**config.mk**
```make
export PLATFORM = sky130hd
export DESIGN_NAME = pc_unit
export DESIGN_NICKNAME = d
export VERILOG_FILES = /design/src/rtl/pc_unit.sv
export SDC_FILE = /design/constraint.sdc
export NUM_CORES = 1
export LEC_CHECK = 0
export CELL_PAD_IN_SITES_DETAIL_PLACEMENT = 1
export CELL_PAD_IN_SITES_GLOBAL_PLACEMENT = 1
export CORE_MARGIN = 10
export CORE_UTILIZATION = 22
export CTS_BUF_LIST = sky130_fd_sc_hd__clkbuf_4 sky130_fd_sc_hd__clkbuf_8
export DETAILED_ROUTE_END_ITERATION = 10
export PLACE_DENSITY_LB_ADDON = 0.2
export SLEW_MARGIN = 20
export SYNTH_ARGS = -nofsm -noshare
export SYNTH_HDL_FRONTEND = slang
export SYNTH_SLANG_ARGS = --single-unit
export TNS_END_PERCENT = 50
```
**constraint.sdc**
```tcl
create_clock -name clk -period 2.22 [get_ports clk]
set_input_delay 0.666 -clock clk [delete_from_list [all_inputs] [get_ports clk]]
set_output_delay 0.666 -clock clk [all_outputs]
set_load 0.01 [all_outputs]
```
**src/rtl/pc_unit.sv**
```systemverilog
// Program counter with branch/jump/call/return sequencing and an optional
// return-address stack (RAS).
// Optional feature macro: PC_UNIT_RAS_EN. When it is defined, a circular
// return-address stack backs call/ret. When it is undefined, call_en acts
// as a plain jump, ret_en is ignored and the stack flags are tied off.
// Reset is synchronous and active-low.
module pc_unit #(
    parameter int ADDR_W    = 4,
    parameter int RESET_VEC = 0,
    parameter int INC       = 1,
    parameter int RAS_DEPTH = 4
) (
    input  logic              clk,
    input  logic              rst_n,
    input  logic              stall,
    input  logic              branch_en,
    input  logic [ADDR_W-1:0] branch_tgt,
    input  logic              jump_en,
    input  logic              call_en,
    input  logic [ADDR_W-1:0] jump_tgt,
    input  logic              ret_en,
    output logic [ADDR_W-1:0] pc,
    output logic [ADDR_W-1:0] pc_next,
    output logic              ras_full,
    output logic              ras_empty,
    output logic              ras_err
);

    localparam logic [ADDR_W-1:0] RST_PC = ADDR_W'(RESET_VEC);
    localparam logic [ADDR_W-1:0] STEP   = ADDR_W'(INC);

    // Sequential successor; wraps modulo 2^ADDR_W by construction.
    logic [ADDR_W-1:0] pc_inc;
    assign pc_inc = pc + STEP;

`ifdef PC_UNIT_RAS_EN

    localparam int PTR_W = (RAS_DEPTH > 1) ? $clog2(RAS_DEPTH) : 1;
    localparam int CNT_W = $clog2(RAS_DEPTH + 1);
    localparam logic [PTR_W-1:0] LAST     = PTR_W'(RAS_DEPTH - 1);
    localparam logic [CNT_W-1:0] FULL_CNT = CNT_W'(RAS_DEPTH);

    // Ring buffer: top points at the newest entry. When the ring is full the
    // slot after top holds the oldest entry, so an overflowing push simply
    // writes there and the ring stays full.
    logic [ADDR_W-1:0] stack [RAS_DEPTH];
    logic [PTR_W-1:0]  top;
    logic [PTR_W-1:0]  top_up;
    logic [PTR_W-1:0]  top_dn;
    logic [CNT_W-1:0]  cnt;
    logic [CNT_W-1:0]  cnt_nxt;
    logic              do_push;
    logic              do_pop;
    logic              overflow;
    logic              underflow;

    assign top_up = (top == LAST) ? '0 : top + PTR_W'(1);
    assign top_dn = (top == '0) ? LAST : top - PTR_W'(1);

    // Next-PC priority select and stack operation decode.
    always_comb begin
        pc_next   = pc_inc;
        do_push   = 1'b0;
        do_pop    = 1'b0;
        overflow  = 1'b0;
        underflow = 1'b0;
        if (stall) begin
            pc_next = pc;
        end else if (ret_en) begin
            if (cnt != '0) begin
                pc_next = stack[top];
                do_pop  = 1'b1;
            end else begin
                underflow = 1'b1;
            end
        end else if (call_en) begin
            pc_next  = jump_tgt;
            do_push  = 1'b1;
            overflow = (cnt == FULL_CNT);
        end else if (jump_en) begin
            pc_next = jump_tgt;
        end else if (branch_en) begin
            pc_next = branch_tgt;
        end
    end

    // Occupancy update; an overflowing push leaves the count saturated.
    always_comb begin
        cnt_nxt = cnt;
        if (do_pop) begin
            cnt_nxt = cnt - CNT_W'(1);
        end else if (do_push && !overflow) begin
            cnt_nxt = cnt + CNT_W'(1);
        end
    end

    // Stack storage needs no reset: entries are only visible through cnt.
    always_ff @(posedge clk) begin
        if (rst_n && do_push) begin
            stack[top_up] <= pc_inc;
        end
    end

    // PC, stack pointer, occupancy and registered flags.
    always_ff @(posedge clk) begin
        if (!rst_n) begin
            pc        <= RST_PC;
            top       <= LAST;
            cnt       <= '0;
            ras_empty <= 1'b1;
            ras_full  <= 1'b0;
            ras_err   <= 1'b0;
        end else begin
            pc  <= pc_next;
            cnt <= cnt_nxt;
            if (do_push) begin
                top <= top_up;
            end else if (do_pop) begin
                top <= top_dn;
            end
            ras_empty <= (cnt_nxt == '0);
            ras_full  <= (cnt_nxt == FULL_CNT);
            ras_err   <= overflow | underflow;
        end
    end

`else

    // Without a stack, ret_en has no effect on the datapath.
    logic unused_ret;
    assign unused_ret = ret_en;

    // Next-PC priority select; call degenerates to a jump.
    always_comb begin
        pc_next = pc_inc;
        if (stall) begin
            pc_next = pc;
        end else if (call_en || jump_en) begin
            pc_next = jump_tgt;
        end else if (branch_en) begin
            pc_next = branch_tgt;
        end
    end

    // PC register.
    always_ff @(posedge clk) begin
        if (!rst_n) begin
            pc <= RST_PC;
        end else begin
            pc <= pc_next;
        end
    end

    assign ras_full  = 1'b0;
    assign ras_empty = 1'b1;
    assign ras_err   = 1'b0;

`endif

endmodule

```
==> run metrics <==
status finished, violations left; failing checks setup timing; nets 100; distinct cell type count after synthesis 26; endpoints failing setup 4; PwrDens 400.0 nW/um^2; Hold-fix buffers, CTS 0; R2R cell count 4; Syn Inst Count 43; unrepaired setup endpoints after global routing yes; Logic pwr share 44.1%; R2R setup slack 870 ps; worst skew pair latency 240 ps; CP Capture Type output port; Post-synth EDFFs 0; Hold WC Path Type reg -> reg; Detailed Routing Iterations Pass 1 3; DRT iter0 DRCs 2; fin crit share 104.5%; total global routing overflow 0; Pins Over Slew Limit 0; max reg flops 4; clock sinks 4; Fin. Hold Viols 0; Avg Vias per Cell 4.776; final worst slack -99.12 ps; Clock Tree Root clkbuf_4; Pwr Total 308.8 uW; Routed wire per std cell 14.97 um; top_reg_cell synth dfxtp_1; crit path DAT 1650 ps; Regs by FF count pc x4; Fin Clk Skew 3.060 ps; vias in the first global route 543; area grow syn2layout 123.6%; Max Cap Viol 0; Post-DRT Antenna Nets 0; Worst Path Required 1550 ps; hold slack 679.7 ps; hpwl dp 1.142 mm; Crit Reg-Reg Startpoint pc[0]; clk slew on worst S/H paths 30 ps; Port Buffers 21; share of the yosys chip area belonging to registers 23.19%; TritonCTS clock tree yes; DRT Wirelength 1.467 mm; Total Routing Usage GR 8.720%; synth top area cells dfxtp_1 (23%), buf_4 (6.5%), o21bai_1 (6.5%); Biggest register pc; Synth warnings 0; CP Launch Type input port; Setup TNS -177.6 ps; share of cells above drive strength 1 48.78%; FP Rows 14; critical setup path kind in -> out; M3 GR Usage 3.219%; GPL Wtd Cong 0.7155; full die area 3555 sq um; Core ar. 1489 sq um; maximum net fanout on the critical path 2; top cells by count, synth dfxtp_1 (4), nand2_1 (4), buf_4 (3), nor2_1 (3), o21bai_1 (3); Final Non-Filler Cells 98; Synth area leader dfxtp_1; CTS HTree Levels 1; worst-case vdd ir drop 255.3 uV; Hold EP pc[1]; clock power share 29.2%; total CTS buffers 3; initial antenna violation count 0; DRC errors left 0; worst setup path startpoint branch_tgt[3]; Async SR Flop Fraction 0%; cell area after synthesis 345.3 sq um; largest net degree at the start of global routing 6; top cell type's share of synthesized area 23.19%; Syn Area/Cell 8.031 sq um; Final Util 51.85%; CTS Buffer Depth 2; vias 468; Tmin final 2319 ps; Sw Share 29.48%; hold depth 3; I/O pins 26; placed cells 92; Fmax 431.2 MHz; met2 Resource Use GR 16.49%; LEAKAGE 0.3467 nW; DIE WIDTH 59.62 um; ANT cells 0; global-route wire length before repair 2.435 mm; height of the die 59.62 um; grt peak-use layer met2; Hold Startpoint pc[1]; Flop pwr share 26.7%; reg2reg end pc[1]; P_sw 91.04 uW; #FFs+latches synth 4; Starting Density 23.19%; met1 GRT Util 8.722%; Pint 217.8 uW
==> final cells by class <==
cell class,count,area [sq um]
clock buffer,3,22.52
inverter,1,7.507
fill,175,716.9
multi-input combinational,36,320.3
sequential,4,80.08
timing repair buffer,38,321.6
tap,16,20.02
==> per-layer routing <==
layer / share of wire [%] / vias up
li1: - / 232
met1: 40 / 221
met5: 0 / -
met4: 0 / 0
met3: 6.5 / 0
met2: 54 / 15
==> critical path: stages <==
cell	delay [ps]
buf_6	90
or4b_4	540
a31oi_4	160
nor2_1	60
buf_2	140
==> power by group through the flow <==
| stage | Combinational, mW | Clock, mW | Sequential, mW |
|---|---|---|---|
| after floorplan | 0.0394 | 0 | 0.0863 |
| after global routing | 0.148 | 0.0972 | 0.0830 |
| after detailed placement | 0.119 | 0 | 0.0834 |
| final | 0.136 | 0.0902 | 0.0823 |
| after CTS | 0.132 | 0.0946 | 0.0824 |
| after global placement | 0.118 | 0 | 0.0830 |
==> how the worst max path moves through the flow <==
| stage | to | slack [ps] | cells after the start |
|---|---|---|---|
| after floorplan | pc_next[3] | 90 | 3 |
| after global routing | pc_next[1] | -140 | 6 |
| after global placement | pc_next[3] | -910 | 5 |
| after CTS | pc_next[3] | -130 | 5 |
| final | pc_next[3] | -100 | 5 |
| after detailed placement | pc_next[3] | -920 | 5 |
==> logic make-up (layout without fill, tap and decap cells) <==
logic type               Yosys count  count (layout)  share of synthesized area, %
multiplexers                       1               1                         3.261
buffers and inverters              4              42                         7.607
XOR/XNOR                           1               1                         2.537
other                              2               3                         2.175
flip-flops                         4               4                         23.19
AND/OR/NAND/NOR                   14              14                         21.74
adder cells (fa/ha/maj)            1               1                         3.623
AO/OA/AOI/OAI                     16              16                         35.87
==> what timing repair did <==
item                       CTS  global route
buffers inserted             3             0
pin swaps                   11             4
resized for setup           58             2
setup endpoints to repair    4             4
==> cell usage in the layout (no fill, tap or decap), drive strengths merged <==
cell / instances
o21a: 1
buf: 25
dlygate4sd2: 5
a2111oi: 1
dfxtp: 4
clkdlybuf4s50: 7
nor3b: 1
o21ai: 1
o211ai: 2
and2: 2
mux2: 1
conb: 3
clkdlybuf4s15: 1
nand2: 4
xor2: 1
a2bb2oi: 1
nand4: 1
o311ai: 1
nand2b: 1
o21bai: 3
or2: 1
a21oi: 2
a31oi: 1
clkinvlp: 1
nor2: 3
a21boi: 2
clkbuf: 3
or4b: 1
ha: 1
a31o: 1
==> through the flow <==
stage,area (sq um),setup slack (ps)
2_1_floorplan,349.1,89.69
3_3_place_gp,661.9,-908.3
3_5_place_dp,661.9,-921.2
4_1_cts,753.2,-132.1
5_1_grt,772.0,-139.0
6_report,772.0,-99.12
Note: power is estimated with default switching activity, not from simulation.
